### config.mk
export PLATFORM = sky130hd
export DESIGN_NAME = tug_referee
export DESIGN_NICKNAME = d
export VERILOG_FILES = /design/src/rtl/tug_referee.sv
export SDC_FILE = /design/constraint.sdc
export NUM_CORES = 1
export LEC_CHECK = 0
export CAP_MARGIN = 20
export CORE_UTILIZATION = 50
export CTS_BUF_LIST = sky130_fd_sc_hd__clkbuf_4
export CTS_CLUSTER_SIZE = 16
export DETAILED_ROUTE_END_ITERATION = 7
export GPL_ROUTABILITY_DRIVEN = 0
export GPL_TIMING_DRIVEN = 0
export PLACE_DENSITY = 0.81
export SETUP_SLACK_MARGIN = 0.1
export SLEW_MARGIN = 40
export SYNTH_ARGS = -nofsm -noshare
export SYNTH_HDL_FRONTEND = slang
export SYNTH_SLANG_ARGS = --single-unit
### constraint.sdc
create_clock -name clk -period 2.8 [get_ports clk]
set_input_delay 0.56 -clock clk [delete_from_list [all_inputs] [get_ports clk]]
set_output_delay 0.56 -clock clk [all_outputs]
set_load 0.005 [all_outputs]
### src/rtl/tug_referee.sv
// tug_referee: tug-of-war game control. Arbitrates left/right press pulses,
// moves the playfield light, latches the round winner and keeps saturating
// per-player win counts.
// Optional feature macro: TUG_AUTO_RESTART_EN (auto-return to PLAY after
// RESTART_CYCLES cycles in a win state).
//
//   state | meaning
//   ------+-------------------------------------------------------------
//   PLAY  | round in progress, light at pos, presses move it
//   L_WON | left player pushed past the last light, presses ignored
//   R_WON | right player pushed past light 0, presses ignored
module tug_referee #(
  parameter int NUM_LIGHTS     = 9,
  parameter int RESTART_CYCLES = 50
) (
  input  logic                  clk,
  input  logic                  reset,
  input  logic                  l_press,
  input  logic                  r_press,
  input  logic                  new_round,
  output logic [NUM_LIGHTS-1:0] leds,
  output logic [1:0]            winner,
  output logic                  game_over,
  output logic [2:0]            l_score,
  output logic [2:0]            r_score
);

  localparam int PW = $clog2(NUM_LIGHTS);
  localparam logic [PW-1:0] CENTER = PW'((NUM_LIGHTS - 1) / 2);
  localparam logic [PW-1:0] LAST   = PW'(NUM_LIGHTS - 1);

  // Elaboration-time parameter sanity checks
  if (NUM_LIGHTS < 3 || (NUM_LIGHTS % 2) == 0) begin : g_bad_lights
    $error("tug_referee: NUM_LIGHTS must be odd and >= 3");
  end
  if (RESTART_CYCLES < 1) begin : g_bad_restart
    $error("tug_referee: RESTART_CYCLES must be >= 1");
  end

  typedef enum logic [1:0] {
    PLAY  = 2'b00,
    L_WON = 2'b01,
    R_WON = 2'b10
  } state_t;

  state_t        state, state_n;
  logic [PW-1:0] pos, pos_n;
  logic [2:0]    l_score_n, r_score_n;
  logic          l_move, r_move;

  // Simultaneous presses cancel; only a lone press is a move.
  assign l_move = l_press & ~r_press;
  assign r_move = r_press & ~l_press;

`ifdef TUG_AUTO_RESTART_EN
  localparam int CW = (RESTART_CYCLES > 1) ? $clog2(RESTART_CYCLES) : 1;
  logic [CW-1:0] restart_cnt, restart_cnt_n;
  logic          restart_tc;
  assign restart_tc = (restart_cnt == '0);
`endif

  // State, position, score and restart-timer registers
  always_ff @(posedge clk) begin
    if (reset) begin
      state   <= PLAY;
      pos     <= CENTER;
      l_score <= 3'd0;
      r_score <= 3'd0;
`ifdef TUG_AUTO_RESTART_EN
      restart_cnt <= '0;
`endif
    end else begin
      state   <= state_n;
      pos     <= pos_n;
      l_score <= l_score_n;
      r_score <= r_score_n;
`ifdef TUG_AUTO_RESTART_EN
      restart_cnt <= restart_cnt_n;
`endif
    end
  end

  // Next-state logic: move arbitration, win detection, round restart
  always_comb begin
    state_n   = state;
    pos_n     = pos;
    l_score_n = l_score;
    r_score_n = r_score;
    case (state)
      PLAY: begin
        if (new_round) begin
          pos_n = CENTER;
        end else if (l_move) begin
          if (pos == LAST) begin
            state_n   = L_WON;
            l_score_n = (l_score == 3'd7) ? l_score : l_score + 3'd1;
          end else begin
            pos_n = pos + PW'(1);
          end
        end else if (r_move) begin
          if (pos == '0) begin
            state_n   = R_WON;
            r_score_n = (r_score == 3'd7) ? r_score : r_score + 3'd1;
          end else begin
            pos_n = pos - PW'(1);
          end
        end
      end
      L_WON, R_WON: begin
        if (new_round) begin
          state_n = PLAY;
          pos_n   = CENTER;
        end
`ifdef TUG_AUTO_RESTART_EN
        else if (restart_tc) begin
          state_n = PLAY;
          pos_n   = CENTER;
        end
`endif
      end
      default: begin
        state_n = PLAY;
        pos_n   = CENTER;
      end
    endcase
  end

`ifdef TUG_AUTO_RESTART_EN
  // Restart down-counter: loaded on win entry, counts to terminal zero
  always_comb begin
    restart_cnt_n = restart_cnt;
    if (state == PLAY && state_n != PLAY) begin
      restart_cnt_n = CW'(RESTART_CYCLES - 1);
    end else if (state != PLAY && !restart_tc) begin
      restart_cnt_n = restart_cnt - CW'(1);
    end
  end
`endif

  // Output decode from registered state only
  always_comb begin
    leds      = '0;
    winner    = 2'b00;
    game_over = 1'b0;
    case (state)
      PLAY:    leds = NUM_LIGHTS'(1) << pos;
      L_WON: begin
        winner    = 2'b01;
        game_over = 1'b1;
      end
      R_WON: begin
        winner    = 2'b10;
        game_over = 1'b1;
      end
      default: leds = '0;
    endcase
  end

endmodule

==> results of run 1 <==
sequential cells by signal, indices dropped and copies added (netlist names):
register and cells:
r_score 3, pos 4, state 2, l_score 3
routing by layer:
layer / up-vias / part of all wire
li1: 421 / -
met1: 410 / 0.46
met2: 23 / 0.49
met3: 4 / 0.041
met4: 0 / 0.010
met5: - / 0
repair_timing:
action	in CTS	in global routing
setup endpoints to repair	2	2
hold buffers	0	0
gates resized for setup	3	2
cells by family after synthesis:
group                      after synthesis  share of synthesized area
DFF                                     12                     0.2619
buffers and inverters                   14                    0.07912
AOI/OAI and AO/OA                       15                     0.1132
muxes                                    5                    0.05594
xor gates and xnor gates                 5                    0.04776
adders and majority gates               12                     0.1637
and+or+nand+nor                         44                     0.2783
placed cells by master (no fill, tap or decap), drive strengths merged, types with 2 or more instances in the layout:
cell	instances
a22o	2
nor2b	2
buf	5
dfxtp	12
nor2	12
ha	12
nor4	3
nand2	3
clkbuf	5
a21oi	6
inv	7
nand2b	5
xnor2	3
mux2i	4
nor3	5
nand3b	3
nand3	3
clkdlybuf4s50	19
xor2	2
nor3b	2
o21ai	3
per-stage QoR:
stage | power (mW) | hold slack [ns]
2_1_floorplan | 0.2485 | 0.4766
3_3_place_gp | 0.2793 | 0.4919
3_5_place_dp | 0.2825 | 0.5017
4_1_cts | 0.3958 | 0.5185
5_1_grt | 0.4180 | 0.5335
6_report | 0.3965 | 0.5145
worst paths after layout:
| kind | to | cells after the start |
|---|---|---|
| max | leds[1] | 6 |
| min | state[0] | 1 |
| max reg2reg | pos[3] | 8 |
| min reg2reg | state[0] | 1 |
critical path, cell delays in order, from the launching register on:
cell                              delay, ns
sky130_fd_sc_hd__dfxtp_1               0.33
sky130_fd_sc_hd__inv_1                 0.08
sky130_fd_sc_hd__ha_1                  0.18
sky130_fd_sc_hd__buf_6                 0.15
sky130_fd_sc_hd__or3b_4                0.41
sky130_fd_sc_hd__nor2_1                0.10
sky130_fd_sc_hd__clkdlybuf4s50_1       0.51
report_power, final:
part / leakage (nW) / switching (mW) / internal, mW
combinational: 0.422 / 0.0529 / 0.0524
clock: 0.0154 / 0.0609 / 0.0517
sequential: 0.0971 / 0.00387 / 0.175
layout make-up:
type,instances,share of cell area
Buffer,7,0.04141
Clock buffer,3,0.01863
Clock inverter,1,0.003106
Inverter,7,0.02174
Multi-Input combinational cell,81,0.5155
Sequential cell,12,0.1988
Tap cell,25,0.02588
Timing Repair Buffer,21,0.1749
==> parameters.txt, run 1 <==
Parameter                              Value

Status
  Status    complete, no violations

Timing
  Rel. slew slack    0.6778
  Setup slack after layout    0.2065 ns
  Final Skew    0.004033 ns
  Tmin final    2.594 ns
  Number of pins with negative max-slew slack in the final report    0
  Final hold violation count    0
  Setup repair after global routing missed its margin    false
  Share of the cycle needed by the critical path after routing    0.9263
  Fmax achieved    385.6 MHz
  Fin Setup TNS    0 ns
  Final setup fails    0
  Slew at the pin closest to its max-slew limit    0.4834 ns

Placement
  Input/output buffers    21
  # placed instances    153
  Worst slack at placement    -0.1213 ns
  Placement Cell Area    1159 um2
  Detailed placer's ending HPWL    1.620 mm

Final layout
  N_diodes    0
  Final core occ    0.7000
  Register area    240.2 um2
  Number of non-filler instances in the completed layout    157
  Layout-stage area growth over the synthesis result    31.79%
  Number of nets in the finished design    150
  Filler Cell Count    142
  Fraction of final layout cells sized beyond drive strength 1    0.1136
  Area of the multi-input gates    623.1 um2
  Total non-filler cell area in the finished layout    1209 um2

CTS
  Number of clock sinks seen by CTS    12
  Number of buffers inserted by post-CTS setup repair    0
  CTS tree    built
  Clock Tree Buf Depth    2
  Root Driver    sky130_fd_sc_hd__clkbuf_4
  Clock buffers created by TritonCTS    3
  Later-pin clock latency in the skew report    0.28 ns
  CTS HTree Levels    1
  Post-CTS clock slew at the launch and capture registers of the worst setup and hold paths    0.07 ns

Yosys
  Number of warning messages in the yosys log    0
  Top FF cell, synth    sky130_fd_sc_hd__dfxtp_1
  Distinct cells, synth    35
  Number of storage elements in the synthesis netlist    12
  Cell area after technology mapping    917.1 um2
  Total nets after synthesis    124
  Syn avg cell area    8.571 um2
  Top post-synthesis cells by count    12 x sky130_fd_sc_hd__dfxtp_1, 12 x sky130_fd_sc_hd__ha_1, 12 x sky130_fd_sc_hd__nor2_1
  Cell types occupying the most area after synthesis    sky130_fd_sc_hd__dfxtp_1 26%, sky130_fd_sc_hd__ha_1 16%, sky130_fd_sc_hd__nor2_1 4.9%
  Seq/Total Area, Yosys    0.2619
  Most area-hungry cell type in the Yosys netlist    sky130_fd_sc_hd__dfxtp_1
  Share of Yosys cell area claimed by the top area cell type    0.2619
  Post-synth EDFFs    0
  Synthesized netlist cell count    107
  Async set-or-reset flop fraction in the synthesized netlist    0

Die
  I/O Pins    23
  Chip width    44.83 um
  Core ar.    1727 um2
  Die area    2010 um2
  Cell row count    15
  DIE HEIGHT    44.83 um
  Effective utilization at floorplan    0.5312

GRT
  Global routing met1 resource utilization    0.3079
  Wire length of the first global-routing pass    3.484 mm
  Most Used Layer, Global Route    met2
  Vias in the first global route    771
  Total global routing overflow    0
  Routing usage on met2    0.3853
  Met3 track utilization from global routing    0.07200
  All-layer global routing usage    0.2391
  Maximum number of pins on one net before global-route repair    11
  Number of antenna violations at the first check in global routing    0

Detailed routing
  Number of design-rule violations left by the first detailed-router iteration    23
  Number of nets still failing antenna checks after routing    0
  Average detailed-routed wire length per instance    13.37 um
  Number of design rule violations left after detail routing    0
  Vias per cell    5.465
  First-pass DRT Iterations    4
  Routed Wire Length    2.099 mm
  Count of vias placed by the detailed router    858

Setup path
  WP data arrival    2.03 ns
  Worst reg-to-reg setup slack    0.76 ns
  Kind of start point of the critical path    register
  Crit path kind    register to primary output
  Data required time of the worst path    2.24 ns
  Largest fanout on the critical path    10
  Nature of the critical path endpoint    primary output
  Start point of the critical path    state[1]
  FF-to-FF Start    state[0]

Hold path
  Worst hold path startpoint    state[0]
  Path type of the worst min-delay path    register to register

Power
  Peak VDD IR    0.3784 mV
  Pwr/cell area    328.0 nW/um2
  P_leak    0.5342 nW

Job
  Max cap viols    0
Note: power is estimated with default switching activity, not from simulation.
==> inputs of run 2 (changes only) <==
--- a/config.mk
+++ b/config.mk
@@ -13,5 +13,5 @@
 export GPL_ROUTABILITY_DRIVEN = 0
 export GPL_TIMING_DRIVEN = 0
-export PLACE_DENSITY = 0.81
+export PLACE_DENSITY = 0.78
 export SETUP_SLACK_MARGIN = 0.1
 export SLEW_MARGIN = 40
==> constraint.sdc (replaced) <==
create_clock -name clk -period 2.8 [get_ports clk]
set_input_delay 0.42 -clock clk [delete_from_list [all_inputs] [get_ports clk]]
set_output_delay 0.42 -clock clk [all_outputs]
set_load 0.005 [all_outputs]
==> run 2 against run 1 <==
Against the previous run: clock power fell by 5%; critical path depth is 4 higher; wire length is 4.9% lower; critical path type is now input port to register; critical endpoint is now pos[3]; largest cell class unchanged.
==> parameters.txt, run 2 (synthesis results as in run 1) <==
Parameter                              Value

Status
  Status    complete, no violations (unchanged)

Detailed routing
  First-pass DRT Iterations    4 (unchanged)
  Vias per cell    5.389 (was 5.465)
  Number of design rule violations left after detail routing    0 (unchanged)
  Average detailed-routed wire length per instance    12.71 um (was 13.37 um)
  Routed Wire Length    1.996 mm (was 2.099 mm)
  Number of nets still failing antenna checks after routing    0 (unchanged)
  Number of design-rule violations left by the first detailed-router iteration    24 (was 23)
  Count of vias placed by the detailed router    846 (was 858)

CTS
  CTS Hold Bufs    0 (unchanged)
  Number of buffers inserted by post-CTS setup repair    0 (unchanged)
  Clock buffers created by TritonCTS    3 (unchanged)
  Root Driver    sky130_fd_sc_hd__clkbuf_4 (unchanged)
  Post-CTS clock slew at the launch and capture registers of the worst setup and hold paths    0.07 ns (about the same)
  Clock Tree Buf Depth    2 (unchanged)
  Later-pin clock latency in the skew report    0.27 ns (was 0.28 ns)
  CTS tree    built (unchanged)
  Resize count post-CTS    0 (was 3)
  CTS HTree Levels    1 (unchanged)
  Number of clock sinks seen by CTS    12 (unchanged)

GRT
  Vias in the first global route    726 (was 771)
  All-layer global routing usage    0.2075 (was 0.2391)
  Wire length of the first global-routing pass    3.098 mm (was 3.484 mm)
  Total global routing overflow    0 (unchanged)
  Number of antenna violations at the first check in global routing    0 (unchanged)
  Maximum number of pins on one net before global-route repair    11 (unchanged)

Final layout
  Top reg by flops    pos (unchanged)
  Number of non-filler instances in the completed layout    157 (unchanged)
  Final core occ    0.6862 (was 0.7000)
  Number of nets in the finished design    150 (unchanged)
  Filler Cell Count    166 (was 142)
  Layout-stage area growth over the synthesis result    29.20% (was 31.79%)
  Most common cell after layout, fill and taps aside    sky130_fd_sc_hd__clkdlybuf4s50_1 (unchanged)
  Fraction of final layout cells sized beyond drive strength 1    0.1061 (was 0.1136)
  Max reg flops    4 (unchanged)
  N_diodes    0 (unchanged)
  Most used cells in the layout excluding fill and tap cells    21 x sky130_fd_sc_hd__clkdlybuf4s50_1, 12 x sky130_fd_sc_hd__nor2_1, 12 x sky130_fd_sc_hd__ha_1, 12 x sky130_fd_sc_hd__dfxtp_1 (was 19 x sky130_fd_sc_hd__clkdlybuf4s50_1, 12 x sky130_fd_sc_hd__nor2_1, 12 x sky130_fd_sc_hd__dfxtp_1, 11 x sky130_fd_sc_hd__ha_1)
  Area of the multi-input gates    604.3 um2 (was 623.1 um2)
  Register area    240.2 um2 (unchanged)
  Registers with the most flip-flops    pos (4), l_score (3), r_score (3) (unchanged)

Hold path
  Worst hold path startpoint    reset (was state[0])
  Path type of the worst min-delay path    input port to register (was register to register)
  Worst hold path depth    2 (was 1)
  Hold Path End    r_score[1] (was state[0])

Setup path
  Category of cells accounting for the largest share of critical-path delay    buffers and inverters (unchanged)
  Nature of the critical path endpoint    register (was primary output)
  Standard cell with the maximum stage delay on the critical path    sky130_fd_sc_hd__clkdlybuf4s50_1 (unchanged)
  Cell-by-cell listing of the critical path    clkdlybuf4s50_1 > inv_1 > ha_1 > buf_4 > inv_2 > ha_1 > and4_1 > a2111o_1 > or3_1 > a21oi_1 (was inv_1 > ha_1 > buf_6 > or3b_4 > nor2_1 > clkdlybuf4s50_1)
  Data required time of the worst path    3.00 ns (was 2.24 ns)
  FF-to-FF Start    state[0] (unchanged)
  Crit path kind    input port to register (was register to primary output)
  Worst r2r path cells    8 (unchanged)
  Worst reg-to-reg setup slack    0.72 ns (was 0.76 ns)
  Total buffers and inverters traversed by the critical path    4 (was 3)
  Crit Reg-Reg Endpoint    pos[3] (unchanged)
  WP data arrival    2.76 ns (was 2.03 ns)
  Kind of start point of the critical path    input port (was register)
  Critical Path Max Stage Delay    0.49 ns (was 0.51 ns)
  Cell repeated most along the worst path    sky130_fd_sc_hd__ha_1
  Largest fanout on the critical path    7 (was 10)

Timing
  Share of the cycle needed by the critical path after routing    0.9128 (was 0.9263)
  Setup repair after global routing missed its margin    false (unchanged)
  Tmin final    2.556 ns (was 2.594 ns)
  Number of pins with negative max-slew slack in the final report    0 (unchanged)
  Final Skew    0.0005749 ns (was 0.004033 ns)
  Final setup fails    0 (unchanged)
  Final hold violation count    0 (unchanged)
  Rel. slew slack    0.7072 (was 0.6778)
  Worst hold slack across all endpoints    0.4678 ns (was 0.5145 ns)
  Slew at the pin closest to its max-slew limit    0.4392 ns (was 0.4834 ns)
  Fmax achieved    391.3 MHz (was 385.6 MHz)

Power
  Power consumption    0.3866 mW (was 0.3965 mW)
  Pwr/cell area    326.3 nW/um2 (was 328.0 nW/um2)
  Peak VDD IR    0.3609 mV (was 0.3784 mV)
  P_leak    0.5132 nW (was 0.5342 nW)

Die
  Core ar.    1727 um2 (unchanged)
  I/O Pins    23 (unchanged)
  Chip width    44.83 um (unchanged)
  Effective utilization at floorplan    0.5312 (unchanged)
  Die area    2010 um2 (unchanged)
  DIE HEIGHT    44.83 um (unchanged)
  Cell row count    15 (unchanged)

Placement
  # placed instances    153 (unchanged)
  Detailed placer's ending HPWL    1.544 mm (was 1.620 mm)
  Input/output buffers    21 (unchanged)

Job
  Max cap viols    0 (unchanged)
[run 2: worst reg2reg max path, delay by kind of cell, from the launching register on]
kind | cells | cell delay (ns)
and+or+nand+nor | 3 | 0.65
AOI/OAI and AO/OA | 2 | 0.56
DFF | 1 | 0.36
buffers and inverters | 2 | 0.24
adders and majority gates | 1 | 0.20
[run 2: where the power goes]
part	total, mW	internal (mW)	leakage, nW	switching, mW
clock	0.107	0.0516	0.0154	0.0558
sequential	0.178	0.175	0.0971	0.00348
combinational	0.101	0.0498	0.401	0.0514
[run 2: worst max path at each step]
stage	slack (ns)	end	from	cells past startpoint
floorplan	0.64	pos[3]	r_press	9
global placement	0.06	pos[3]	r_press	10
detailed placement	-0.004	pos[3]	r_press	10
CTS	0.23	leds[0]	state[0]	6
global route	0.14	leds[0]	state[0]	6
finish	0.24	pos[3]	r_press	10
[run 2: area by class of cell]
cell class / instances / share of cell area
Buffer: 7 / 0.03907
Clock buffer: 3 / 0.01901
Clock inverter: 1 / 0.003168
Inverter: 7 / 0.02218
Multi-Input combinational cell: 81 / 0.5100
Sequential cell: 12 / 0.2027
Tap cell: 25 / 0.02640
Timing Repair Buffer: 21 / 0.1774
[run 2: through the flow]
step           worst slack (ns)  instance area [um2]   TNS (ns)
3_5_place_dp          -0.003794                 1159  -0.003794
5_1_grt                  0.1398                 1185          0
2_1_floorplan            0.6423                917.1          0
6_report                 0.2442                 1185          0
4_1_cts                  0.2344                 1185          0
3_3_place_gp            0.05914                 1159          0
[run 2: per-layer routing]
layer	global-route usage	vias up	share of wire
li1	-	425	-
met1	0.2642	392	0.47
met2	0.3265	25	0.47
met3	0.05600	4	0.050
met4	0.09697	0	0.012
met5	0	-	0
